[src/rtl/alu_test_pkg.sv]
// Shared types and constants for the byte-serial ALU test harness.
package alu_test_pkg;

  localparam int unsigned DATA_W = 8;
  localparam int unsigned OP_W   = 4;

  typedef enum logic [1:0] {
    LOAD_A  = 2'd0,
    LOAD_B  = 2'd1,
    LOAD_OP = 2'd2
  } state_t;

  localparam logic [OP_W-1:0] OP_ADD   = 4'h0;
  localparam logic [OP_W-1:0] OP_SUB   = 4'h1;
  localparam logic [OP_W-1:0] OP_AND   = 4'h2;
  localparam logic [OP_W-1:0] OP_OR    = 4'h3;
  localparam logic [OP_W-1:0] OP_XOR   = 4'h4;
  localparam logic [OP_W-1:0] OP_NOT   = 4'h5;
  localparam logic [OP_W-1:0] OP_SHL   = 4'h6;
  localparam logic [OP_W-1:0] OP_SHR   = 4'h7;
  localparam logic [OP_W-1:0] OP_ROL   = 4'h8;
  localparam logic [OP_W-1:0] OP_ROR   = 4'h9;
  localparam logic [OP_W-1:0] OP_INC   = 4'hA;
  localparam logic [OP_W-1:0] OP_DEC   = 4'hB;
  localparam logic [OP_W-1:0] OP_MUL   = 4'hC;
  localparam logic [OP_W-1:0] OP_CMP   = 4'hD;
  localparam logic [OP_W-1:0] OP_PASSA = 4'hE;
  localparam logic [OP_W-1:0] OP_PASSB = 4'hF;

endpackage

[src/rtl/alu8_core.sv]
// Combinational 8-bit ALU: 16 opcodes, results truncated to 8 bits, no flags.
module alu8_core
  import alu_test_pkg::*;
(
  input  logic [DATA_W-1:0] a,
  input  logic [DATA_W-1:0] b,
  input  logic [OP_W-1:0]   op,
  output logic [DATA_W-1:0] y
);

  always_comb begin
    y = '0;
    case (op)
      OP_ADD:   y = a + b;
      OP_SUB:   y = a - b;
      OP_AND:   y = a & b;
      OP_OR:    y = a | b;
      OP_XOR:   y = a ^ b;
      OP_NOT:   y = ~a;
      OP_SHL:   y = {a[DATA_W-2:0], 1'b0};
      OP_SHR:   y = {1'b0, a[DATA_W-1:1]};
      OP_ROL:   y = {a[DATA_W-2:0], a[DATA_W-1]};
      OP_ROR:   y = {a[0], a[DATA_W-1:1]};
      OP_INC:   y = a + 8'd1;
      OP_DEC:   y = a - 8'd1;
      OP_MUL:   y = a * b;
      OP_CMP:   y = (a > b) ? 8'h01 : 8'h00;
      OP_PASSA: y = a;
      OP_PASSB: y = b;
      default:  y = '0;
    endcase
  end

endmodule

[config.mk]
export PLATFORM = sky130hd
export DESIGN_NAME = alu8_core
export DESIGN_NICKNAME = d
export VERILOG_FILES = /design/src/rtl/alu_test_pkg.sv /design/src/rtl/alu8_core.sv
export SDC_FILE = /design/constraint.sdc
export NUM_CORES = 1
export LEC_CHECK = 0
export ABC_AREA = 1
export CAP_MARGIN = 20
export CORE_UTILIZATION = 25
export DETAILED_ROUTE_END_ITERATION = 6
export GPL_TIMING_DRIVEN = 0
export PLACE_DENSITY = 0.44
export SLEW_MARGIN = 20
export SYNTH_ARGS = -nofsm -noshare
export SYNTH_HDL_FRONTEND = slang
export SYNTH_SLANG_ARGS = --single-unit
[constraint.sdc]
create_clock -name vclk -period 5.4
set_input_delay 1.08 -clock vclk [all_inputs]
set_output_delay 1.08 -clock vclk [all_outputs]
set_load 0.01 [all_outputs]
==> PnR_summary.wiki <==
{| class="wikitable"
! Metric !! Value
|-
| Floorplan die width || 106 um
|-
| Wire length of the first global-routing pass || 16100 um
|-
| Floorplan die area || 11300 um^2
|-
| Leakage component of the power || 0.00196 uW
|-
| Clock network fraction of design power || 0
|-
| Cell Int Power || 194 uW
|-
| Total nets after synthesis || 547
|-
| Vias after detailed routing || 3128
|-
| Reg power frac || 0
|-
| Switch share || 0.573
|-
| Core Footprint || 10400 um^2
|-
| Total instance count after detailed placement || 629
|-
| Peak ir drop on the vdd network || 0.0000558 V
|-
| Top achievable clock speed || 0.187 GHz
|-
| Largest cells by area after synthesis || sky130_fd_sc_hd__ha_1 22%, sky130_fd_sc_hd__nand2_1 18%, sky130_fd_sc_hd__inv_1 14%, sky130_fd_sc_hd__fa_1 10%, sky130_fd_sc_hd__nand3_1 6.8%
|-
| Sequential share of the synthesized area || 0
|-
| Initial antenna violation count || 0
|-
| Combined global-route utilization of all metal layers || 0.184
|-
| Antenna-violating nets left || 0
|-
| Filler-free cell count of the finished design || 654
|-
| Result of the run || complete, no violations
|-
| Element type at the critical path end || primary output
|-
| Number of antenna diodes || 0
|-
| Total congestion overflow after global routing || 0
|-
| Number of flip-flops and latches || 0
|-
| P_sw || 260 uW
|-
| Cell count after synthesis || 465
|-
| Final Hold Viols || 0
|-
| Final number of max-transition violations || 0
|-
| Final Cycle Share || 0.989
|-
| Final setup violation count || 0
|-
| Number of global-route vias before repair || 3082
|-
| Register area || 0 um^2
|-
| Power density cells || 126 nW/um^2
|-
| Unrepaired setup endpoints after global routing || true
|-
| # hold bufs at CTS || 0
|-
| Synthesis-to-finish area growth || 32.7%
|-
| Combinational power share || 1.000
|-
| Detailed-route wire length per cell || 15.4 um
|-
| Max-slew headroom at the worst pin || 0.518
|-
| Count of buffers inserted at the top-level ports || 28
|-
| Final min period || 5.34 ns
|-
| Maximum number of pins on one net before global-route repair || 10
|-
| Area leader, netlist || sky130_fd_sc_hd__ha_1
|-
| Accumulated negative setup slack || 0 ns
|-
| Average size of a mapped cell || 5.83 um^2
|-
| Slew at the pin closest to its max-slew limit || 0.720 ns
|-
| DRC marker count from the first detailed-route iteration || 157
|-
| Die boundary height || 106 um
|-
| Total length of routed wires || 10000 um
|-
| Setup slack after placement || -1.62 ns
|-
| Final HPWL from detailed placement || 7540 um
|-
| Type of the worst setup path || in2out
|-
| Initial cell density of the core || 0.260
|-
| Syn Std Cell Area || 2710 um^2
|-
| First-pass iteration count of the detailed router || 4
|-
| Routability cong. || 0.882
|-
| Unique masters post-synth || 31
|-
| Warnings, synthesis || 0
|-
| Total of clock buffers placed in the layout || 0
|-
| DRC viols || 0
|-
| Final WS setup || 0.0580 ns
|-
| Number of placed I/O pins || 28
|-
| Proportion of layout cells with a drive suffix above 1 || 0.203
|-
| Detailed-route vias per instance || 4.78
|-
| Fraction of synthesized cell area taken by the top area cell type || 0.221
|-
| Required time at the endpoint of the critical path || 4.32 ns
|-
| Arr. time, crit path || 4.26 ns
|-
| Number of rows in the core area || 37
|-
| Highest fanout seen on the critical path || 4
|-
| Final net count || 602
|-
| Worst hold-check path type || in2out
|-
| Setup crit start kind || input pin
|-
| # Max-Cap Violations || 0
|}
==> worst max-delay path, stage by stage <==
cell	delay, ns
sky130_fd_sc_hd__buf_12	0.09
sky130_fd_sc_hd__buf_8	0.10
sky130_fd_sc_hd__nand2_2	0.06
sky130_fd_sc_hd__fa_1	0.59
sky130_fd_sc_hd__inv_2	0.06
sky130_fd_sc_hd__ha_4	0.21
sky130_fd_sc_hd__fa_1	0.52
sky130_fd_sc_hd__inv_1	0.05
sky130_fd_sc_hd__fa_2	0.52
sky130_fd_sc_hd__inv_2	0.05
sky130_fd_sc_hd__ha_4	0.23
sky130_fd_sc_hd__nand2_2	0.06
sky130_fd_sc_hd__nand2_2	0.06
sky130_fd_sc_hd__a31oi_4	0.18
sky130_fd_sc_hd__inv_2	0.05
sky130_fd_sc_hd__nand3_2	0.06
sky130_fd_sc_hd__nand3_2	0.08
sky130_fd_sc_hd__nand3_2	0.11
sky130_fd_sc_hd__buf_6	0.10
==> placed cells by master (no fill, tap or decap), types with 7 or more instances in the layout <==
master and count:
sky130_fd_sc_hd__fa_1 10, sky130_fd_sc_hd__clkdlybuf4s50_1 10, sky130_fd_sc_hd__inv_2 20, sky130_fd_sc_hd__o22ai_1 16
sky130_fd_sc_hd__o21ai_0 15, sky130_fd_sc_hd__a21oi_1 10, sky130_fd_sc_hd__nand2_2 10, sky130_fd_sc_hd__nor2_1 23
sky130_fd_sc_hd__buf_4 25, sky130_fd_sc_hd__ha_4 7, sky130_fd_sc_hd__inv_1 90, sky130_fd_sc_hd__ha_1 40
sky130_fd_sc_hd__nand2_1 120, sky130_fd_sc_hd__nand3_1 32
==> synth_stat cells <==
cell type,n
sky130_fd_sc_hd__a211oi_1,4
sky130_fd_sc_hd__a21o_1,1
sky130_fd_sc_hd__a21oi_1,10
sky130_fd_sc_hd__a221oi_1,4
sky130_fd_sc_hd__a31oi_1,2
sky130_fd_sc_hd__buf_2,4
sky130_fd_sc_hd__buf_4,2
sky130_fd_sc_hd__fa_1,14
sky130_fd_sc_hd__ha_1,48
sky130_fd_sc_hd__inv_1,102
sky130_fd_sc_hd__inv_2,8
sky130_fd_sc_hd__nand2_1,128
sky130_fd_sc_hd__nand2_2,2
sky130_fd_sc_hd__nand3_1,37
sky130_fd_sc_hd__nand3_2,1
sky130_fd_sc_hd__nand3b_1,1
sky130_fd_sc_hd__nand4_1,6
sky130_fd_sc_hd__nor2_1,23
sky130_fd_sc_hd__nor2_2,6
sky130_fd_sc_hd__nor3_1,6
sky130_fd_sc_hd__nor4_1,3
sky130_fd_sc_hd__o211ai_1,2
sky130_fd_sc_hd__o21ai_0,15
sky130_fd_sc_hd__o21ai_1,3
sky130_fd_sc_hd__o21ai_2,1
sky130_fd_sc_hd__o21bai_1,1
sky130_fd_sc_hd__o221ai_1,3
sky130_fd_sc_hd__o22ai_1,16
sky130_fd_sc_hd__or2_2,4
sky130_fd_sc_hd__xnor2_1,3
sky130_fd_sc_hd__xor2_1,5
==> power by group through the flow <==
stage | registers, uW | logic (uW) | clock network [uW]
after floorplan | 0 | 245 | 0
after global placement | 0 | 363 | 0
after detailed placement | 0 | 364 | 0
after CTS | 0 | 416 | 0
after global routing | 0 | 512 | 0
final | 0 | 455 | 0
==> path summary, 6_finish.rpt <==
kind / start / cells after the start / slack (ns) / endpoint
setup / recovery: a[2] / 19 / 0.06 / y[7]
hold / removal: a[4] / 6 / 2.90 / y[5]
==> stage by stage <==
stage | util | total power (uW) | hold slack, ns | area [um^2]
3_3_place_gp | 0.304 | 363 | 3.58 | 3160
4_1_cts | 0.331 | 416 | 2.91 | 3440
5_1_grt | 0.346 | 512 | 2.98 | 3600
3_5_place_dp | 0.304 | 364 | 3.58 | 3160
6_report | 0.346 | 455 | 2.90 | 3600
2_1_floorplan | - | 245 | 2.40 | 2710
==> metal layers <==
layer,vias to the layer above,routed length [um],global-route usage
met4,0,151,0.0169
met3,8,584,0.0141
li1,1594,-,-
met5,-,0,0
met1,1451,4690,0.261
met2,75,4620,0.311
==> layout make-up <==
| type | count | area (um^2) |
|---|---|---|
| plain buffers | 4 | 48.8 |
| fillers | 1151 | 6820 |
| inverters | 110 | 413 |
| multi-input cells | 349 | 2440 |
| well taps | 136 | 170 |
| repair buffers | 55 | 524 |
==> cell families (layout without fill, tap and decap cells) <==
| logic type | after synthesis | after routing | share of synthesized area |
|---|---|---|---|
| AND/OR/NAND/NOR | 217 | 217 | 0.343 |
| buffers and inverters | 116 | 169 | 0.165 |
| adder cells (fa/ha/maj) | 62 | 62 | 0.325 |
| AO/OA/AOI/OAI | 62 | 62 | 0.141 |
| XOR/XNOR | 8 | 8 | 0.0258 |
==> repair_timing <==
item / CTS / global route
gates resized for setup: 115 / 30
endpoints found under the setup margin: 5 / 4
hold endpoints to repair: 0 / 0
pin swaps: 17 / 18
buffers inserted: 17 / 10
Note: power is estimated with default switching activity, not from simulation.
